[src/rtl/cpu_trace_pkg.sv]
// Shared types and default constants for the CPU run/trace monitor.
package cpu_trace_pkg;

  localparam int unsigned DEF_PC_W    = 10;
  localparam int unsigned DEF_INSTR_W = 9;
  localparam int unsigned DEF_CNT_W   = 16;
  localparam int unsigned DEF_DEPTH   = 16;
  localparam int unsigned DEF_TIMEOUT = 1000;

  localparam int unsigned ENT_CYCLE_W = DEF_CNT_W;
  localparam int unsigned ENT_PC_W    = DEF_PC_W;
  localparam int unsigned ENT_INSTR_W = DEF_INSTR_W;
  localparam int unsigned ENT_W       = ENT_CYCLE_W + ENT_PC_W + ENT_INSTR_W;

  typedef enum logic [1:0] {
    IDLE    = 2'd0,
    RUN     = 2'd1,
    DONE    = 2'd2,
    TIMEOUT = 2'd3
  } state_t;

  // Field order matches the packed word stored in the trace ring.
  typedef struct packed {
    logic [ENT_CYCLE_W-1:0] cycle;
    logic [ENT_PC_W-1:0]    pc;
    logic [ENT_INSTR_W-1:0] instr;
  } trace_entry_t;

endpackage

[src/rtl/trace_ring_buf.sv]
// Circular trace RAM: push with overwrite-on-full, pop from the head, occupancy
// count and a sticky overflow flag. clr_i has priority over push and pop.
module trace_ring_buf
  import cpu_trace_pkg::*;
#(
  parameter int unsigned DEPTH = DEF_DEPTH,
  parameter int unsigned W     = ENT_W
) (
  input  logic                     clk,
  input  logic                     reset,
  input  logic                     clr_i,
  input  logic                     push_i,
  input  logic [W-1:0]             push_data_i,
  input  logic                     pop_i,
  output logic [$clog2(DEPTH):0]   count_o,
  output logic                     overflow_o,
  output logic [W-1:0]             head_data_o
);

  localparam int unsigned PTR_W = $clog2(DEPTH);
  localparam logic [PTR_W:0] FULL_CNT = (PTR_W + 1)'(DEPTH);

  logic [W-1:0]     mem_q [DEPTH];
  logic [PTR_W-1:0] wr_ptr_q, wr_ptr_d;
  logic [PTR_W:0]   count_q, count_d;
  logic             overflow_q, overflow_d;
  logic [PTR_W-1:0] head_idx;
  logic             full;

  assign full = (count_q == FULL_CNT);
  // DEPTH is a power of two, so the low pointer bits give the mod-DEPTH head.
  assign head_idx = wr_ptr_q - count_q[PTR_W-1:0];

  always_comb begin
    wr_ptr_d   = wr_ptr_q;
    count_d    = count_q;
    overflow_d = overflow_q;
    if (clr_i) begin
      wr_ptr_d   = '0;
      count_d    = '0;
      overflow_d = 1'b0;
    end else if (push_i) begin
      wr_ptr_d = wr_ptr_q + 1'b1;
      if (full) begin
        overflow_d = 1'b1;
      end else begin
        count_d = count_q + 1'b1;
      end
    end else if (pop_i && (count_q != '0)) begin
      count_d = count_q - 1'b1;
    end
  end

  always_ff @(posedge clk or posedge reset) begin
    if (reset) begin
      wr_ptr_q   <= '0;
      count_q    <= '0;
      overflow_q <= 1'b0;
    end else begin
      wr_ptr_q   <= wr_ptr_d;
      count_q    <= count_d;
      overflow_q <= overflow_d;
    end
  end

  always_ff @(posedge clk) begin
    if (push_i && !clr_i) begin
      mem_q[wr_ptr_q] <= push_data_i;
    end
  end

  assign count_o     = count_q;
  assign overflow_o  = overflow_q;
  assign head_data_o = mem_q[head_idx];

endmodule

[src/rtl/cpu_trace_monitor.sv]
// Run monitor: start-to-done cycle counter, watchdog, and a drainable trace of
// the last DEPTH {cycle, pc, instr} entries. Optional macro: TRACE_DEDUP_EN.
module cpu_trace_monitor
  import cpu_trace_pkg::*;
#(
  parameter int unsigned PC_W    = DEF_PC_W,
  parameter int unsigned INSTR_W = DEF_INSTR_W,
  parameter int unsigned CNT_W   = DEF_CNT_W,
  parameter int unsigned DEPTH   = DEF_DEPTH,
  parameter int unsigned TIMEOUT = DEF_TIMEOUT
) (
  input  logic               clk,
  input  logic               reset,
  input  logic               start,
  input  logic               done,
  input  logic [PC_W-1:0]    pc,
  input  logic [INSTR_W-1:0] instr,
  output logic               busy,
  output logic               halted,
  output logic               timed_out,
  output logic [CNT_W-1:0]   cycle_cnt,
  output logic [PC_W-1:0]    end_pc,
  output logic               overflow,
  output logic               rd_valid,
  input  logic               rd_ready,
  output logic [CNT_W-1:0]   rd_cycle,
  output logic [PC_W-1:0]    rd_pc,
  output logic [INSTR_W-1:0] rd_instr,
  output logic [1:0]         dbg_state_o
);

  localparam int unsigned W     = CNT_W + PC_W + INSTR_W;
  localparam int unsigned CW    = $clog2(DEPTH) + 1;
  localparam logic [CNT_W-1:0] TO_CNT = CNT_W'(TIMEOUT);

  state_t           state_q, state_d;
  logic [CNT_W-1:0] cycle_cnt_q, cycle_cnt_d, cnt_inc;
  logic [PC_W-1:0]  end_pc_q, end_pc_d;
  logic             halted_q, halted_d;
  logic             timed_out_q, timed_out_d;
  logic             to_hit;

  logic             in_run, in_drain, run_start, wr_en;
  logic             rb_clr, rb_push, rb_pop;
  logic [CW-1:0]    rb_count;
  logic             rb_overflow;
  logic [W-1:0]     rb_head;
  logic [CNT_W-1:0] head_cycle;
  logic [PC_W-1:0]  head_pc;
  logic [INSTR_W-1:0] head_instr;

  assign cnt_inc = cycle_cnt_q + 1'b1;
  // The watchdog compares the value being reached, so cycle_cnt stops at TIMEOUT.
  assign to_hit  = (cnt_inc == TO_CNT);

  always_ff @(posedge clk or posedge reset) begin
    if (reset) begin
      state_q <= IDLE;
    end else begin
      state_q <= state_d;
    end
  end

  always_comb begin
    state_d = state_q;
    case (state_q)
      IDLE, DONE, cpu_trace_pkg::TIMEOUT: if (start) state_d = RUN;
      RUN: begin
        if (done) begin
          state_d = DONE;
        end else if (to_hit) begin
          state_d = cpu_trace_pkg::TIMEOUT;
        end
      end
      default: state_d = IDLE;
    endcase
  end

  // Drain handshake: rd_valid/rd_* depend only on state, never on rd_ready; an
  // entry transfers on a cycle with rd_valid && rd_ready, and start on that
  // same cycle cancels the transfer and discards the trace.
  always_comb begin
    in_run    = (state_q == RUN);
    in_drain  = (state_q == DONE) || (state_q == cpu_trace_pkg::TIMEOUT);
    run_start = start && !in_run;
    busy      = in_run;
    rd_valid  = in_drain && (rb_count != '0);
    rb_clr    = run_start;
    rb_push   = in_run && wr_en;
    rb_pop    = rd_valid && rd_ready && !start;
  end

  always_comb begin
    cycle_cnt_d = cycle_cnt_q;
    end_pc_d    = end_pc_q;
    halted_d    = halted_q;
    timed_out_d = timed_out_q;
    if (run_start) begin
      cycle_cnt_d = '0;
      halted_d    = 1'b0;
      timed_out_d = 1'b0;
    end else if (in_run) begin
      cycle_cnt_d = cnt_inc;
      if (done) begin
        halted_d = 1'b1;
        end_pc_d = pc;
      end else if (to_hit) begin
        timed_out_d = 1'b1;
        end_pc_d    = pc;
      end
    end
  end

  always_ff @(posedge clk or posedge reset) begin
    if (reset) begin
      cycle_cnt_q <= '0;
      end_pc_q    <= '0;
      halted_q    <= 1'b0;
      timed_out_q <= 1'b0;
    end else begin
      cycle_cnt_q <= cycle_cnt_d;
      end_pc_q    <= end_pc_d;
      halted_q    <= halted_d;
      timed_out_q <= timed_out_d;
    end
  end

`ifdef TRACE_DEDUP_EN
  logic [PC_W-1:0] last_pc_q;
  logic            first_q;

  // A stall on one PC is recorded once; later timestamps show its length.
  always_ff @(posedge clk or posedge reset) begin
    if (reset) begin
      last_pc_q <= '0;
      first_q   <= 1'b1;
    end else if (run_start) begin
      first_q <= 1'b1;
    end else if (rb_push) begin
      first_q   <= 1'b0;
      last_pc_q <= pc;
    end
  end

  assign wr_en = first_q || (pc != last_pc_q);
`else
  assign wr_en = 1'b1;
`endif

  trace_ring_buf #(
    .DEPTH (DEPTH),
    .W     (W)
  ) u_ring (
    .clk         (clk),
    .reset       (reset),
    .clr_i       (rb_clr),
    .push_i      (rb_push),
    .push_data_i ({cnt_inc, pc, instr}),
    .pop_i       (rb_pop),
    .count_o     (rb_count),
    .overflow_o  (rb_overflow),
    .head_data_o (rb_head)
  );

  assign {head_cycle, head_pc, head_instr} = rb_head;

  assign rd_cycle    = rd_valid ? head_cycle : '0;
  assign rd_pc       = rd_valid ? head_pc    : '0;
  assign rd_instr    = rd_valid ? head_instr : '0;
  assign halted      = halted_q;
  assign timed_out   = timed_out_q;
  assign cycle_cnt   = cycle_cnt_q;
  assign end_pc      = end_pc_q;
  assign overflow    = rb_overflow;
  assign dbg_state_o = state_q;

endmodule

[config.mk]
export PLATFORM = sky130hd
export DESIGN_NAME = cpu_trace_monitor
export DESIGN_NICKNAME = d
export VERILOG_FILES = /design/src/rtl/cpu_trace_pkg.sv /design/src/rtl/trace_ring_buf.sv /design/src/rtl/cpu_trace_monitor.sv
export SDC_FILE = /design/constraint.sdc
export NUM_CORES = 1
export LEC_CHECK = 0
export CAP_MARGIN = 10
export CORE_ASPECT_RATIO = 1.75
export CORE_MARGIN = 4
export CORE_UTILIZATION = 43
export CTS_CLUSTER_DIAMETER = 40
export DETAILED_ROUTE_END_ITERATION = 8
export REMOVE_ABC_BUFFERS = 1
export SETUP_SLACK_MARGIN = 0.3
export SLEW_MARGIN = 20
export SYNTH_ARGS = -nofsm -noshare
export SYNTH_HDL_FRONTEND = slang
export SYNTH_SLANG_ARGS = --single-unit
[constraint.sdc]
create_clock -name clk -period 4.8 [get_ports clk]
set_input_delay 0.96 -clock clk [delete_from_list [all_inputs] [get_ports clk]]
set_output_delay 0.96 -clock clk [all_outputs]
set_load 0.1 [all_outputs]
# After elaboration in Yosys (flattened, before gate mapping)
# Memory sizes are Yosys's and may differ from the RTL's.
# Cells that the tools add are included.
totals:
  output_inout_bits: 68
  in_bits: 24
  ramBits: 560
  register_bits: 40
  mem_count: 1
memory_table:
  columns: ["name", "words", "word_bits", "read_ports", "rd_clocked_by_memory_dff", "wr", "line_no", "rtl"]
  rows:
  - ["u_ring.mem_q", 16, 35, 1, 0, 1, "trace_ring_buf.sv:23", "logic [W-1:0] mem_q [DEPTH];"]
classes:
  addsub: 5
  n_eq_ne: 9
  n_mux: 29
  n_reduce_logical: 25
  bitwise_logic: 1
ops:
  columns: ["op", "n"]
  rows:
  - ["16-bit 2-to-1 mux", 3]
  - ["10-bit 2-to-1 mux", 3]
  - ["5-bit 2-to-1 mux", 4]
  - ["16-bit by 1-bit adder with 16-bit output, second input constant", 1]
  - ["16-bit by 10-bit equality test with 1-bit output, second input constant", 1]
  - ["1-bit 2-to-1 mux", 12]
  - ["2-bit nonzero test", 5]
  - ["9-bit 2-to-1 mux", 1]
  - ["4-bit 2-to-1 mux", 2]
  - ["2-bit AND reduction", 4]
  - ["1-bit logical AND", 6]
  - ["2-bit 2-to-1 mux", 3]
  - ["3-bit AND reduction", 2]
  - ["5-bit by 1-bit adder with 5-bit output, second input constant", 1]
  - ["5-bit equality test, second input constant", 1]
  - ["5-bit nonzero test", 1]
  - ["5-bit by 1-bit subtractor with 5-bit output, second input constant", 1]
  - ["4-bit by 1-bit adder with 4-bit output, second input constant", 1]
  - ["2-bit equality test, second input constant", 2]
  - ["2-bit case mux with 2 select lines", 1]
  - ["4-bit subtractor", 1]
  - ["1-bit logical NOT", 3]
  - ["3-bit by 2-bit != test with 1-bit output, second input constant", 1]
  - ["3-bit != test, second input constant", 1]
  - ["other kinds (8)", 8]

# Longest topological paths before layout
# Gate-level depths: netlist (run 1).
logic_depth:
  word_depth: 9
  depth_mapped: 9
  depth_no_buf: 8

# Modules after synthesis
# A second synthesis (run 1) with hierarchy kept.
unflattened:
  cells_unflattened: 1187
  area_unflattened_um2: 24290.8
modules_own_cells:
  columns: ["mod", "cells_per_inst", "area_per_inst_um2", "instances"]
  rows:
  - ["trace_ring_buf", 953, 22175.0, 1]
  - ["cpu_trace_monitor", 234, 2115.8, 1]

# Worst setup path after synthesis (run 1)
# OpenSTA, ideal clock, no wires.
synth_timing:
  path_type: "reg2out"
  from: "register u_ring.wr_ptr_q[0]"
  to: "output rd_cycle[0]"
  path_stages_with_launch: 10
  required_ns: 3.840
  n_path_buf: 3
  setup_slack_ns: -0.791
  t_arrival_ns: 4.631
  cell_sequence: "dfrtp_1 inv_1 ha_1 fa_1 clkbuf_1 clkbuf_1 buf_1 mux4_2 mux2i_1 a211oi_1"
synth_via:
  elab_chain_len: 3
synth_rtl:
  columns: ["item", "line_no", "rtl"]
  rows:
  - ["start: declaration", "trace_ring_buf.sv:24", "logic [PTR_W-1:0] wr_ptr_q, wr_ptr_d;"]
  - ["start signal: assignment", "trace_ring_buf.sv:60", "wr_ptr_q <= wr_ptr_d;"]
  - ["4-bit subtractor", "trace_ring_buf.sv:32", "assign head_idx = wr_ptr_q - count_q[PTR_W-1:0];"]
  - ["memory 16 x 35 bit", null, null]
  - ["16-bit 2-to-1 mux", "cpu_trace_monitor.sv:167", "assign rd_cycle = rd_valid ? head_cycle : '0;"]
  - ["end: declaration", "cpu_trace_monitor.sv:26", "output logic [CNT_W-1:0] rd_cycle,"]
# No other way between the ends.

# Worst setup path in the final report (run 1)
layout_timing:
  from: "register u_ring.count_q[0] (netlist: u_ring.count_o[0])"
  to: "output rd_cycle[1]"
layout_via:
  elab_chain_len: 3
layout_rtl:
  columns: ["item", "line_no", "rtl"]
  rows:
  - ["start: declaration", "trace_ring_buf.sv:25", "logic [PTR_W:0] count_q, count_d;"]
  - ["start signal: assignment", "trace_ring_buf.sv:61", "count_q <= count_d;"]
  - ["4-bit subtractor / 5-bit nonzero test (equally long branches)", "trace_ring_buf.sv:32, cpu_trace_monitor.sv:87", null]
  - ["memory 16 x 35 bit / 1-bit logical AND (equally long branches)", null, null]
  - ["16-bit 2-to-1 mux *", "cpu_trace_monitor.sv:167", null]
# Mark *: on every way between the ends. The rest lies on a longest branch, timed or not.

==> results of run 1 <==
==> cells in the final DEF, fill, tap and decap left out, types with 4 or more instances in the layout <==
cell and n:
a211oi_1 25, a211oi_2 45, a21o_1 5, a21oi_1 6, and2_2 12, and3_2 4, buf_12 47, buf_16 5
buf_4 53, bufinv_16 4, clkbuf_1 9, clkbuf_16 61, clkdlybuf4s50_1 55, clkinv_1 7, clkinv_2 11, dfrtp_1 36
dfrtp_2 4, edfxtp_1 560, ha_1 11, inv_1 14, inv_2 4, mux2_4 9, mux2i_1 34, mux4_2 140
nand2_1 46, nand3_1 6, nand3b_1 10, nand4_1 4, nor2_1 7, nor2b_1 35, nor3_1 7, o21ai_0 20
xnor2_1 6, xnor2_2 4, xor2_1 5, xor2_2 4
==> metal layers <==
metal	global-route usage, %	wire length (um)
met1	25.8	22900
met2	32.2	29200
met3	2.01	2570
met4	4.36	1020
met5	0	0
==> registers in the layout, summed over array words and instances, names as in the netlist <==
| name | flops |
|---|---|
| end_pc | 10 |
| u_ring.overflow_o | 1 |
| halted | 1 |
| dbg_state_o | 2 |
| u_ring.mem_q | 560 |
| timed_out | 1 |
| u_ring.count_o | 5 |
| u_ring.wr_ptr_q | 4 |
| cycle_cnt | 16 |
==> final timing paths <==
check	start	slack, ps	endpoint	cells after the start
min in group asynchronous	reset	640	end_pc[7]	2
worst min register to register	end_pc[5]	490	end_pc[5]	1
worst max-delay path	u_ring.count_o[0]	360	rd_cycle[1]	10
worst min-delay path	end_pc[5]	490	end_pc[5]	1
max in group asynchronous	reset	3310	u_ring.wr_ptr_q[1]	3
worst max register to register	cycle_cnt[0]	1020	end_pc[4]	8
==> cell type report <==
type | count | area, sq um | area share (%)
Sequential cell | 600 | 17800 | 61.9
Multi-Input combinational cell | 488 | 6020 | 20.9
Timing Repair Buffer | 166 | 2160 | 7.50
Clock buffer | 70 | 1530 | 5.30
Tap cell | 696 | 871 | 3.02
Clock inverter | 35 | 332 | 1.15
Inverter | 18 | 67.6 | 0.235
==> what timing repair did <==
item | 4_1_cts | 5_1_grt
pin swaps | 3 | 4
resized for setup | 23 | 40
buffers inserted | 7 | 7
gates cloned | 3 | 3
endpoints found under the setup margin | 35 | 35
==> kinds of logic after synthesis <==
| kind of cell | after synthesis | synth area share, % |
|---|---|---|
| compound gates | 117 | 3.42 |
| simple gates | 153 | 3.62 |
| xor+xnor | 19 | 0.729 |
| flops | 600 | 74.6 |
| buf+inv | 85 | 1.49 |
| mux | 185 | 15.3 |
| fa+ha+maj | 14 | 0.797 |
==> through the flow <==
stage / cell area [sq um] / hold slack, ps / util (%) / worst slack [ps]
2_1_floorplan: 23600 / 498 / - / -5290
3_3_place_gp: 26300 / 476 / 47.8 / 435
3_5_place_dp: 26300 / 473 / 47.8 / 397
4_1_cts: 28500 / 497 / 51.7 / 269
5_1_grt: 28800 / 508 / 52.3 / 250
6_report: 28800 / 492 / 52.3 / 361
==> worst register-to-register path: stages (launching register included) <==
cell and delay [ps]:
dfrtp_1 500, ha_1 320, nand3_2 270, nor4_4 400, xor2_2 580, nor4_1 170
a31oi_2 690, buf_4 400, mux2_4 330
==> impl_metrics.tcl, run 1 <==
set metrics [dict create \
    slowest_stage "fa_4" \
    cts_tree "yes" \
    synth_edf_count 560 \
    dr.first_iter.drc_count 933 \
    synth_top_area_share_pct 70.5 \
    grt_pass1_wl_um 82100 \
    die_area_sq_um 59500 \
    syn_area_sq_um 23900 \
    cts_sinks 600 \
    ys_types 51 \
    drive_gt1_share_pct 32.0 \
    start_util_pct 43.4 \
    post-dp-hpwl_um 31100 \
    syn_inst 1173 \
    drv_slew 0 \
    worstSetupStartpointType "register" \
    max_stage_delay_ps 810 \
    insertion_delay_ps 580 \
    top_level_ports 92 \
    wl_per_cell_um 26.8 \
    ys_top_cells_by_count "edfxtp_1, mux4_2, a211oi_1" \
    vias_per_cell 5.73 \
    numCtsBuffers 56 \
    antenna_found_initial 0 \
    end_kind "output pin" \
    row_count 114 \
    htreeDepth 2 \
    clk_pin_slew_worst_paths_ps 60 \
    die_w_um 186 \
    finalNonFillerCells 2073 \
    crit_fanout 9 \
    grt_max_degree 71 \
    path_class "reg2out" \
    final_nets 1368 \
    diodes 0 \
    finalWirelength_um 55700 \
    root_buffer "clkbuf_16" \
    fin_tns_setup_ps 0 \
    period_needed_ps 4440 \
    overflow 0 \
    ys_ff_latch 600 \
    grt_pass1_vias 12500 \
    dpl.cell_count 1948 \
    grt_util_all_layers_pct 18.7 \
    cp.arrival_ps 3480 \
    worst_pin_slew_ps 1200 \
    synth_warnings 0 \
    finalCritPeriodShare_pct 92.5 \
    drc_errors 0 \
    ys_top_cells_by_area "edfxtp_1, mux4_2, dfrtp_1" \
    portBuffers 91 \
    cap_violations 0 \
    hold_class "reg2reg" \
    ant_nets 0 \
    syn_area_per_cell_sq_um 20.3 \
    area_delta_synth_final_pct 20.7 \
    fmax_mhz 225 \
    cts_buffer_depth 3 \
    cts_hold_buf 0 \
    status "completed" \
    finalSetupViolations 0 \
    synthArstFlopShare_pct 6.67 \
    hold_viol 0 \
    gp_congestion 0.731 \
    yosys.cell_count.top_type "edfxtp_1" \
    vias 11900 \
    path_buf_inv 5 \
    cp_top_family "adder cells" \
    core_area_sq_um 55100 \
    post-synth-top-area-cell "edfxtp_1" \
    ys_seq_area_share_pct 74.6 \
    synth_ff_type "edfxtp_1" \
    rsz0062_at_grt "yes" \
    die_h_um 320 \
    finClkSkew_ps 23.8 \
    crit_chain "ha_4, fa_4, buf_4, clkbuf_16, clkbuf_16, mux4_2, a211oi_1, a211oi_1, buf_4, buf_12" \
    fillCellCount 4311 \
    dr.pass1.iters 5 \
    relSlewSlack_pct 20.0 \
    worstPathRequired_ps 3840 \
]
Power of run 1 is left out: the tool's default activity adds up to more than one toggle a clock period on the data nets, which glitch-free logic cannot reach.
==> inputs of run 2 (changes only) <==
--- a/config.mk
+++ b/config.mk
@@ -13,6 +13,7 @@
 export DETAILED_ROUTE_END_ITERATION = 8
 export REMOVE_ABC_BUFFERS = 1
 export SETUP_SLACK_MARGIN = 0.3
+export SKIP_CTS_REPAIR_TIMING = 1
 export SLEW_MARGIN = 20
 export SYNTH_ARGS = -nofsm -noshare
 export SYNTH_HDL_FRONTEND = slang
==> impl_metrics.tcl, run 2 (same netlist as run 1, synthesis figures left out) <==
set metrics [dict create \
    final_common_cell "edfxtp_1" \
    grt_max_degree 71 \
    r2r_slack_ps 1010 \
    drv_slew 0 \
    hold_class "reg2reg" \
    cts_buffer_depth 3 \
    path_class "reg2out" \
    cap_violations 0 \
    grt_busiest_layer "met2" \
    rsz0062_at_grt "yes" \
    htreeDepth 2 \
    use_met3_pct 2.15 \
    cts_tree "yes" \
    die_area_sq_um 59500 \
    crit_fanout 7 \
    max_stage_delay_ps 810 \
    dr.pass1.iters 5 \
    largest_reg_flops 560 \
    die_w_um 186 \
    worstSetupStartpointType "register" \
    portBuffers 91 \
    end_kind "output pin" \
    worst_hold_slack_ps 492 \
    area_delta_synth_final_pct 21.1 \
    diodes 0 \
    dr.first_iter.drc_count 908 \
    cp.arrival_ps 3530 \
    hold_viol 0 \
    insertion_delay_ps 590 \
    grt_util_all_layers_pct 18.4 \
    drc_errors 0 \
    finalWirelength_um 56000 \
    die_h_um 320 \
    post-dp-hpwl_um 31100 \
    top_level_ports 92 \
    finalCritPeriodShare_pct 93.5 \
    crit_chain "inv_2, ha_4, fa_4, buf_12, buf_16, buf_8, mux4_2, nor2b_2, a211oi_2, a211oi_1, buf_4, buf_12" \
    root_buffer "clkbuf_16" \
    crit_top_cell "buf_12" \
    worstPathRequired_ps 3840 \
    grt_pass1_vias 12500 \
    grt_pass1_wl_um 81300 \
    ant_nets 0 \
    clk_pin_slew_worst_paths_ps 70 \
    gp_congestion 0.731 \
    final_nets 1383 \
    period_needed_ps 4490 \
    numCtsBuffers 56 \
    finClkSkew_ps 25.2 \
    status "completed" \
    core_area_sq_um 55100 \
    worst_pin_slew_ps 1200 \
    grt_use_met2_pct 31.9 \
    drive_gt1_share_pct 32.3 \
    met1_usage_pct 25.3 \
    row_count 114 \
    wl_per_cell_um 26.8 \
    antenna_found_initial 0 \
    vias_per_cell 5.73 \
    cts_sinks 600 \
    relSlewSlack_pct 19.5 \
    overflow 0 \
    finalSetupViolations 0 \
    regMostFlops "u_ring.mem_q" \
    start_util_pct 43.4 \
    fmax_mhz 223 \
    fillCellCount 4302 \
    slowest_stage "fa_4" \
    final_cell_mix "edfxtp_1, mux4_2, buf_4" \
    vias 12000 \
]
-- run 2: path summary, 6_finish.rpt --
path / cells after the start / startpoint / to
worst max-delay path: 12 / u_ring.wr_ptr_q[0] / rd_cycle[5]
worst min-delay path: 1 / end_pc[5] / end_pc[5]
worst max register to register: 8 / cycle_cnt[0] / end_pc[4]
worst min register to register: 1 / end_pc[5] / end_pc[5]
max in group asynchronous: 3 / reset / u_ring.wr_ptr_q[0]
min in group asynchronous: 2 / reset / end_pc[7]
-- run 2: cell type report --
type / instances / area [sq um] / share of cell area [%]
timing repair buffer: 181 / 2270 / 7.87
sequential: 600 / 17800 / 61.6
multi-input combinational: 488 / 6020 / 20.8
inverter: 18 / 67.6 / 0.234
clock inverter: 35 / 332 / 1.15
clock buffer: 70 / 1530 / 5.28
tap: 696 / 871 / 3.01
-- run 2: metrics by stage --
step	setup slack (ps)	TNS [ps]	instances	area (sq um)	utilization, %
4_1_cts	-236	-872	2053	28200	51.2
5_1_grt	220	0	2088	28900	52.5
3_5_place_dp	397	0	1948	26300	47.8
3_3_place_gp	435	0	1948	26300	47.8
6_report	311	0	2088	28900	52.5
2_1_floorplan	-5290	-185300	1106	23600	-
-- run 2: critical path, delay by kind of cell (launching register included) --
kind | cells | cell delay (ps)
AOI/OAI and AO/OA | 2 | 250
muxes | 1 | 280
and+or+nand+nor | 1 | 170
buffers and inverters | 6 | 850
adders and majority gates | 2 | 970
DFF | 1 | 400
-- run 2: per-layer routing --
layer / vias to the layer above / wire length, um
met5: - / 0
li1: 5163 / -
met2: 308 / 29400
met4: 0 / 935
met3: 58 / 2210
met1: 6427 / 23500
Power of run 2 is left out for the same reason.
